<file path="src/rtl/ir_pkg.sv">
// ir_pkg: shared NEC receiver states, pulse-width windows and button codes
package ir_pkg;
  typedef enum logic [2:0] {IDLE, LEAD_MARK, LEAD_SPACE, BIT_MARK, BIT_SPACE, TRAIL} ir_state_t;
  localparam logic [9:0] LEAD_MARK_MIN  = 10'd800;
  localparam logic [9:0] LEAD_MARK_MAX  = 10'd1000;
  localparam logic [9:0] LEAD_SPACE_MIN = 10'd400;
  localparam logic [9:0] LEAD_SPACE_MAX = 10'd500;
  localparam logic [9:0] REP_SPACE_MIN  = 10'd180;
  localparam logic [9:0] REP_SPACE_MAX  = 10'd270;
  localparam logic [9:0] BIT_MARK_MIN   = 10'd40;
  localparam logic [9:0] BIT_MARK_MAX   = 10'd70;
  localparam logic [9:0] BIT0_MIN       = 10'd40;
  localparam logic [9:0] BIT0_MAX       = 10'd70;
  localparam logic [9:0] BIT1_MIN       = 10'd140;
  localparam logic [9:0] BIT1_MAX       = 10'd190;
  localparam logic [9:0] WIDTH_MAX      = 10'd1023;
  localparam logic [7:0] IR_NONE        = 8'hFF;
  localparam logic [7:0] IR_CODE_0F     = 8'h0F;
  localparam logic [7:0] IR_CODE_10     = 8'h10;
  localparam logic [7:0] IR_CODE_13     = 8'h13;
  localparam logic [7:0] IR_CODE_0C     = 8'h0C;
  localparam logic [7:0] IR_CODE_14     = 8'h14;
  localparam logic [7:0] IR_CODE_18     = 8'h18;
  localparam logic [7:0] IR_CODE_1B     = 8'h1B;
  localparam logic [7:0] IR_CODE_1F     = 8'h1F;
  function automatic logic in_win(input logic [9:0] w, input logic [9:0] lo, input logic [9:0] hi);
    return (w >= lo) && (w <= hi);
  endfunction
endpackage

</file>
<file path="src/rtl/ir_edge_sync.sv">
// ir_edge_sync: 2-FF synchronizer for the IR pin with registered level and rise/fall pulses
// Ports: clk_50, reset (sync, active-high), rx (async pin) -> level (synced), rise, fall (1-cycle pulses)
module ir_edge_sync (
  input  logic clk_50,
  input  logic reset,
  input  logic rx,
  output logic level,
  output logic rise,
  output logic fall
);
  logic s1, s2;
  always_ff @(posedge clk_50) begin
    if (reset) begin
      {s1, s2, level} <= 3'b111;
      rise <= 1'b0;
      fall <= 1'b0;
    end else begin
      s1 <= rx;
      s2 <= s1;
      level <= s2;
      rise <= s2 & ~level;
      fall <= ~s2 & level;
    end
  end
endmodule

</file>
<file path="src/rtl/ir_nec_receiver.sv">
// ir_nec_receiver: NEC frame decoder holding the last command until a repeat-less timeout
// Ports: clk_50, reset (sync, active-high), ir_rx (active-low pin) -> ir_button (0xFF = none),
//        ir_valid / ir_repeat / ir_err (1-cycle pulses)
module ir_nec_receiver
  import ir_pkg::*;
#(
  parameter int TICK_DIV   = 500,
  parameter int HOLD_TICKS = 12000,
  parameter int ADDR_CHECK = 1
) (
  input  logic       clk_50,
  input  logic       reset,
  input  logic       ir_rx,
  output logic [7:0] ir_button,
  output logic       ir_valid,
  output logic       ir_repeat,
  output logic       ir_err
);
  ir_state_t state, state_nx;
  logic level, rise, fall, tick, held, b0, b1, frame_ok, acc_d, acc_r, abort;
  logic [15:0] tick_cnt;
  logic [9:0] width;
  logic [13:0] hold_cnt;
  logic [31:0] sr, sr_nx, word;
  logic [4:0] idx, idx_nx;
  ir_edge_sync u_sync (.clk_50(clk_50), .reset(reset), .rx(ir_rx), .level(level), .rise(rise), .fall(fall));
  assign tick = tick_cnt == 16'(TICK_DIV - 1);
  assign held = ir_button != IR_NONE;
  assign b0 = in_win(width, BIT0_MIN, BIT0_MAX);
  assign b1 = in_win(width, BIT1_MIN, BIT1_MAX);
  assign word = {b1, sr[31:1]};
  assign frame_ok = (word[23:16] == ~word[31:24]) && (ADDR_CHECK == 0 || word[7:0] == ~word[15:8]);
  always_comb begin
    state_nx = state;
    sr_nx = sr;
    idx_nx = idx;
    acc_d = 1'b0;
    acc_r = 1'b0;
    abort = 1'b0;
    case (state)
      IDLE:       state_nx = fall ? LEAD_MARK : IDLE;
      LEAD_MARK:  if (rise) begin
        if (in_win(width, LEAD_MARK_MIN, LEAD_MARK_MAX)) state_nx = LEAD_SPACE;
        else abort = 1'b1;
      end
      LEAD_SPACE: if (fall) begin
        if (in_win(width, LEAD_SPACE_MIN, LEAD_SPACE_MAX)) begin
          state_nx = BIT_MARK;
          idx_nx = 5'd0;
        end else if (in_win(width, REP_SPACE_MIN, REP_SPACE_MAX)) begin
          acc_r = 1'b1;
          state_nx = TRAIL;
        end else abort = 1'b1;
      end
      BIT_MARK:   if (rise) begin
        if (in_win(width, BIT_MARK_MIN, BIT_MARK_MAX)) state_nx = BIT_SPACE;
        else abort = 1'b1;
      end
      BIT_SPACE:  if (fall) begin
        if (!(b0 || b1)) abort = 1'b1;
        else begin
          sr_nx = word;
          if (idx == 5'd31) begin
            acc_d = frame_ok;
            abort = !frame_ok;
            state_nx = TRAIL;
          end else begin
            idx_nx = idx + 5'd1;
            state_nx = BIT_MARK;
          end
        end
      end
      TRAIL:      state_nx = rise ? IDLE : TRAIL;
      default:    state_nx = IDLE;
    endcase
    if (state != IDLE && !rise && !fall && width == WIDTH_MAX) abort = 1'b1;
    if (abort) state_nx = level ? IDLE : TRAIL;
  end
  // width is also cleared on abort so a stuck-low pin in TRAIL does not re-abort every cycle
  always_ff @(posedge clk_50) begin
    if (reset) begin
      state <= IDLE;
      sr <= '0;
      idx <= '0;
      tick_cnt <= '0;
      width <= '0;
      hold_cnt <= '0;
      ir_button <= IR_NONE;
      ir_valid <= 1'b0;
      ir_repeat <= 1'b0;
      ir_err <= 1'b0;
    end else begin
      state <= state_nx;
      sr <= sr_nx;
      idx <= idx_nx;
      tick_cnt <= tick ? 16'd0 : tick_cnt + 16'd1;
      width <= (rise || fall || abort) ? 10'd0 : (tick && width != WIDTH_MAX) ? width + 10'd1 : width;
      ir_valid <= acc_d;
      ir_repeat <= acc_r && held;
      ir_err <= abort;
      if (acc_d || (acc_r && held)) begin
        hold_cnt <= '0;
        if (acc_d) ir_button <= sr_nx[23:16];
      end else if (tick && held) begin
        hold_cnt <= (hold_cnt == 14'(HOLD_TICKS - 1)) ? 14'd0 : hold_cnt + 14'd1;
        if (hold_cnt == 14'(HOLD_TICKS - 1)) ir_button <= IR_NONE;
      end
    end
  end
endmodule
</file>
<file path="config.mk">
export PLATFORM = sky130hd
export DESIGN_NAME = ir_nec_receiver
export DESIGN_NICKNAME = d
export VERILOG_FILES = /design/src/rtl/ir_pkg.sv /design/src/rtl/ir_edge_sync.sv /design/src/rtl/ir_nec_receiver.sv
export SDC_FILE = /design/constraint.sdc
export NUM_CORES = 1
export LEC_CHECK = 0
export CORE_MARGIN = 2
export CORE_UTILIZATION = 61
export CTS_CLUSTER_DIAMETER = 40
export DETAILED_ROUTE_END_ITERATION = 6
export GPL_TIMING_DRIVEN = 0
export PLACE_DENSITY = 0.87
export SYNTH_ARGS = -nofsm -noshare
export SYNTH_HDL_FRONTEND = slang
export SYNTH_SLANG_ARGS = --single-unit
</file>
<file path="constraint.sdc">
create_clock -name clk_50 -period 3 [get_ports clk_50]
set_input_delay 0.9 -clock clk_50 [delete_from_list [all_inputs] [get_ports clk_50]]
set_output_delay 0.9 -clock clk_50 [all_outputs]
set_load 0.02 [all_outputs]
</file>
== After elaboration in Yosys (flattened, before gate mapping) ==
Index checks and enable logic that the tools add are counted.

* Logic and storage cells: 143
* Output and inout bits: 11
* Input port bits: 3
* Register bits after elaboration: 96

* Equality and inequality tests: 27
* Magnitude comparators: 10
* $add $sub $neg: 4
* Reductions and logical operators: 31
* Multiplexer cells: 49
* Bitwise logic cells: 6

{| class="wikitable"
|+ Operator list
! operator !! number
|-
| $mux 24 || 3
|-
| $mux 3 || 13
|-
| $mux 8 || 4
|-
| $mux 5 || 5
|-
| $ge 10x8->1 const B || 2
|-
| $le 10x9->1 const B || 2
|-
| $mux 1 || 20
|-
| $pmux 3 s6 || 1
|-
| $add 16x1->16 const B || 1
|-
| $eq 16x9->1 const B || 1
|-
| $eq 8x8->1 || 2
|-
| $not 8->8 || 2
|-
| $add 14x1->14 const B || 1
|-
| $eq 14x14->1 const B || 1
|-
| $mux 14 || 1
|-
| $logic_and 1x1->1 || 12
|-
| $ne 3x2->1 const B || 4
|-
| $add 10x1->10 const B || 1
|-
| $eq 10x10->1 const B || 1
|-
| $ge 10x10->1 const B || 1
|-
| $ge 10x6->1 const B || 1
|-
| $ge 10x9->1 const B || 1
|-
| $le 10x10->1 const B || 1
|-
| $le 10x7->1 const B || 1
|-
| 25 further kinds || 45
|}

== Depth between registers and ports, before layout ==
Gate-level depths: netlist of the first run.

* Depth after elaboration: 13
* Gate-level depth with buffers: 10
* Gate-level depth less buffers: 9

== Cells and area by module ==
Synthesis of the first run repeated with hierarchy kept, for this count alone.

* Cell total of the unflattened synthesis: 528
* Area total of the unflattened synthesis: 4475.5 um2

{| class="wikitable"
|+ Modules (own cells, without submodules)
! module !! area each (um2) !! times used !! seq. area each (um2) !! cells an instance
|-
| ir_nec_receiver || 4341.7 || 1 || 1801.7 || 518
|-
| ir_edge_sync || 133.9 || 1 || 100.1 || 10
|}

== Least setup slack after synthesis of the first run ==
OpenSTA, ideal clock, no wires.

* Path kind: reg-to-reg
* Start point: register width[3]
* End point: register state[1]
* Data arrival time: 2.208 ns
* Clock period less this slack: 2.268 ns
* Path slack: 0.732 ns
* Stages on the path, launching flop included: 9
* Buffers on the path: 1
* Library setup time: 0.060 ns
* Required time: 2.940 ns
* Cell sequence: dfxtp_1 -> buf_6 -> nor4b_4 -> a2bb2oi_2 -> o41a_4 -> and3b_4 -> or4_1 -> a211oi_1 -> o311a_1

* Longest elaborated chain between the ends: 13
* Elaborated cells between the ends (all ways): 47
* Those cells by class: order compare: 10; eq/ne: 10; mux: 16; bitwise: 1; reduce/logical: 10

{| class="wikitable"
|+ RTL lines
! what !! RTL line !! source
|-
| from (decl) || ir_nec_receiver.sv:22 || <nowiki>logic [9:0] width;</nowiki>
|-
| from (signal assigned) || ir_nec_receiver.sv:97 || <nowiki>width <= (rise || fall || abort) ? 10'd0 : (tick && width != WIDTH_MAX) ? width + 10'd1 : width;</nowiki>
|-
| $ge 10x8->1 or $le 10x8->1 (tied branches) || ir_pkg.sv:27 || <nowiki>return (w >= lo) && (w <= hi);</nowiki>
|-
| $logic_and 1x1->1 || ir_pkg.sv:27 ||
|-
| $not 8->8 || ir_nec_receiver.sv:32 || <nowiki>assign frame_ok = (word[23:16] == ~word[31:24]) && (ADDR_CHECK == 0 || word[7:0] == ~word[15:8]);</nowiki>
|-
| $eq 8x8->1 || ir_nec_receiver.sv:32 ||
|-
| $logic_and 1x1->1 || ir_nec_receiver.sv:32 ||
|-
| $logic_not 1->1 || ir_nec_receiver.sv:65 || <nowiki>abort = !frame_ok;</nowiki>
|-
| $mux 1 || ir_nec_receiver.sv:63 || <nowiki>if (idx == 5'd31) begin</nowiki>
|-
| $mux 1 || ir_nec_receiver.sv:60 || <nowiki>if (!(b0 || b1)) abort = 1'b1;</nowiki>
|-
| $mux 1 || ir_nec_receiver.sv:59 || <nowiki>BIT_SPACE: if (fall) begin</nowiki>
|-
| $pmux 1 s4 || ir_nec_receiver.sv:40 || <nowiki>case (state)</nowiki>
|-
| $mux 1 || ir_nec_receiver.sv:76 || <nowiki>if (state != IDLE && !rise && !fall && width == WIDTH_MAX) abort = 1'b1;</nowiki>
|-
| $ne 4x4->1 (no source line) (tied with other cells) || n/a ||
|-
| $reduce_and 8->1 (no source line) || n/a ||
|-
| to (signal assigned) || ir_nec_receiver.sv:93 || <nowiki>state <= state_nx;</nowiki>
|-
| to (decl) || ir_nec_receiver.sv:19 || <nowiki>ir_state_t state, state_nx;</nowiki>
|}

Parallel ways exist; a longest one is shown, timed or not. The select of a mux whose other input is x is not followed.
A chain may end at the register's enable or synchronous reset.

== Worst setup path in the final report of the first run ==
* Start point: register width[6]
* End point: register ir_button[2]

* Longest elaborated chain between the ends: 12
* Elaborated cells between the ends (all ways): 35
* Those cells by class: order compare: 8; eq/ne: 2; mux: 13; bitwise: 1; reduce/logical: 11

{| class="wikitable"
|+ RTL lines
! what !! RTL line !! source
|-
| $ge 10x8->1 or $le 10x8->1 (tied branches) || ir_pkg.sv:27 ||
|-
| $logic_and 1x1->1 || ir_pkg.sv:27 ||
|-
| $not 8->8 || ir_nec_receiver.sv:32 ||
|-
| $eq 8x8->1 || ir_nec_receiver.sv:32 ||
|-
| $logic_and 1x1->1 || ir_nec_receiver.sv:32 ||
|-
| $mux 1 || ir_nec_receiver.sv:63 ||
|-
| $mux 1 || ir_nec_receiver.sv:60 ||
|-
| $mux 1 || ir_nec_receiver.sv:59 ||
|-
| $mux 1 || ir_nec_receiver.sv:40 ||
|-
| $logic_or 1x1->1 || ir_nec_receiver.sv:101 || <nowiki>if (acc_d || (acc_r && held)) begin</nowiki>
|-
| $ne 2x2->1 (no source line) or $reduce_bool 2->1 (tied branches) || n/a ||
|-
| $reduce_and 3->1 (no source line) || n/a ||
|-
| to (signal assigned) || ir_nec_receiver.sv:103 || <nowiki>if (acc_d) ir_button <= sr_nx[23:16];</nowiki>
|-
| to (decl) || ir_nec_receiver.sv:14 || <nowiki>output logic [7:0] ir_button,</nowiki>
|}

Parallel ways exist; a longest one is shown, timed or not. The select of a mux whose other input is x is not followed.

==> results of run 1 <==
## sequential cells by signal (all words and copies together) (netlist names)
signal        flops
sr               31
tick_cnt         16
hold_cnt         14
width            10
ir_button         8
idx               5
state             3
ir_err            1
ir_repeat         1
ir_valid          1
u_sync.fall       1
u_sync.level      1
u_sync.rise       1
u_sync.s1         1
u_sync.s2         1
## power breakdown
part	leakage, nW	total, mW	switching, mW	internal [mW]
logic	0.859	0.261	0.157	0.104
registers	0.767	1.29	0.0114	1.28
clock network	0.107	0.892	0.489	0.403
total	1.73	2.45	0.658	1.79
## cells in the final DEF (no fill, tap or decap), types with 3 or more instances in the layout
| cell | netlist | final |
|---|---|---|
| nor2_1 | 73 | 73 |
| o211ai_1 | 4 | 4 |
| mux2i_1 | 8 | 8 |
| nor4_1 | 10 | 10 |
| and3_1 | 10 | 10 |
| clkbuf_1 | 15 | 15 |
| or3_1 | 5 | 5 |
| and2_1 | 4 | 4 |
| clkdlybuf4s50_1 | 0 | 12 |
| a2bb2oi_1 | 8 | 8 |
| nand2_1 | 78 | 78 |
| nand3_1 | 13 | 13 |
| xor2_1 | 24 | 24 |
| dfxtp_1 | 95 | 95 |
| xnor2_1 | 28 | 28 |
| o21ai_0 | 6 | 6 |
| nor3_1 | 13 | 13 |
| nor4b_1 | 4 | 3 |
| nand4_1 | 15 | 15 |
| ha_1 | 6 | 6 |
| buf_2 | 7 | 7 |
| a21oi_1 | 33 | 33 |
| clkbuf_8 | 0 | 9 |
| or2_2 | 4 | 4 |
| inv_1 | 9 | 9 |
| inv_6 | 0 | 3 |
| nand2b_1 | 9 | 9 |
## metal layers
layer,part of all wire (%),global-route usage (%),up-vias
met5,0,0,-
met4,2.3,10.7,0
met3,4.1,5.26,21
met2,49,39.9,81
met1,45,31.3,1750
li1,-,-,1834
## how the worst min path moves through the flow
stage / start / to / slack, ns / cells past startpoint
floorplan: u_sync.s1 / u_sync.s2 / 0.39 / 1
CTS: u_sync.s1 / u_sync.s2 / 0.42 / 1
global placement: u_sync.s1 / u_sync.s2 / 0.39 / 1
finish: u_sync.s1 / u_sync.s2 / 0.42 / 1
global route: u_sync.s1 / u_sync.s2 / 0.47 / 1
detailed placement: u_sync.s1 / u_sync.s2 / 0.40 / 1
## per-stage QoR
step                setup WS (ns)  util (%)  cell area (µm²)  hold WS, ns
finish                      0.342      70.6             4870        0.420
global route               0.0880      70.6             4870        0.466
CTS                         0.184      70.4             4860        0.423
detailed placement          0.225      67.3             4650        0.397
global placement            0.292      67.3             4650        0.394
floorplan                   0.732         -             4410        0.389
## logic make-up after synthesis
kind of cell             after synthesis  synth area share [%]
multiplexers                           9                  2.07
buffers and inverters                 34                  3.52
flip-flops                            95                  43.1
AND/OR/NAND/NOR                      252                  28.0
adder cells (fa/ha/maj)                6                  1.70
XOR/XNOR                              52                  10.3
AO/OA/AOI/OAI                         72                  11.3
## layout make-up
class	count	area share, %
clock inverter	7	1.75
buffer	25	2.49
clock buffer	9	2.54
inverter	9	0.693
multi-input combinational	391	48.4
sequential	95	39.0
tap	96	2.46
timing repair buffer	13	2.62
## timing repair
item | in CTS | in global routing
setup endpoints to repair | 0 | 10
hold buffers | 0 | 0
gates resized for setup | 0 | 1
setup buffers | 0 | 1
==> impl_metrics.ini, run 1 <==
[yosys]
syn_nets = 529
synth_area_um2 = 4410
netlist.area_leader.share_pct = 43.1
ys_seq_area_share_pct = 43.1
ys_top_cells_by_count = dfxtp_1, nand2_1, nor2_1, a21oi_1, xnor2_1
synth-seq-cells = 95
yosys_warnings = 0
syn_area_per_cell_um2 = 8.48
yosys.cell_types.count = 54
synth_edf_count = 0
synthCells = 520
synthTopCellsByArea = dfxtp_1, nand2_1, nor2_1
async_flop_share_pct = 0
synthFlopType = dfxtp_1
synth_top_area_cell = dfxtp_1
yosysMostFrequentCell = dfxtp_1

[critical_path]
r2r-start = width[6]
crit_chain = buf_2 -> nor4b_1 -> o211ai_1 -> o41a_4 -> nor2_2 -> nand3_1 -> nor2_1 -> a2bb2oi_1
path_class = flop to flop
critical_path.startpoint_type = flop
crit_arrival_ns = 2.90
endpoint_kind = flop
worstPathRequired_ns = 3.24
r2r-end = ir_button[2]
crit_fanout = 10
rrSetupSlack_ns = 0.34
crit_path_max_incr_delay_ns = 0.53
cp-startpoint = width[6]
critPathBufInv = 1
cp_num_cells = 8
critPathCapture = ir_button[2]
slowest_stage = nor2_1
reg2regPathDepth = 8
path_delay_family = simple AND/OR/NAND/NOR gates

[floorplan]
die_area_um2 = 7930
coreArea_um2 = 6910
die_h_um = 89.0
row_count = 30
dieWidth_um = 89.0
initial_utilization_pct = 63.9
ios = 14

[clock_network]
clock_path_buffers = 2
clock_latency_ns = 0.38
cts_buffers = 9
cts-root-buf = clkbuf_8
htreeDepth = 3
clk_pin_slew_ns = 0.09
cts_sinks = 95
cts_tree = done

[finish]
multi_input_area_um2 = 2360
stdcell_count = 645
seq_area_um2 = 1900
antennaDiodeCount = 0
drive_gt1_share_pct = 7.29
area_delta_synth_final_pct = 10.5
fillers = 539
finalNetCount = 553

[placement]
portBuffers = 12
dp.final_hpwl_mm = 6.40
place_congestion = 0.917
placed_cells = 628

[power_and_ir_drop]
vdd_drop_max_uv = 284
powerDensity_nw_per_um2 = 502
power.total_mw = 2.45
leakage_nw = 1.73

[timing]
hold_violations = 0
report.final.slew_viol_count = 0
fin_setup_tns_ns = 0
finalCriticalPeriod_ns = 2.66
rsz0062_at_grt = no
period_share_pct = 88.6
fin_worst_skew_ns = 0.0133
finalSetupViolations = 0
maxSlewHeadroom_pct = 52.6
tightest_slew_ns = 0.701
max_freq_ghz = 0.376

[global_route]
antenna_found_initial = 0
track_usage_pct = 24.4
grt_pass1_wl_mm = 15.1
grt-ovfl-total = 0
grt_pass1_vias = 3371
grt_start_max_net_pins = 19

[flow_run]
drv_cap = 0

[drt]
viasPerCell = 5.71
first_pass_iters = 5
dr.first_iter.drc_count = 271
postRouteAntennaNets = 0
wire_per_inst_um = 14.1
wirelength_mm = 9.11
drc_errors = 0
via_count = 3686

[min_path]
min_path_type = flop to flop

[outcome]
outcome = complete, no violations
Note: power is estimated with default switching activity, not from simulation.
==> run 2, diff against run 1 <==
ABC_CLOCK_PERIOD_IN_PS = 3000   (was not set)
==> results of run 2 <==
Final layout, timing and power as in run 1 (identical DEF).
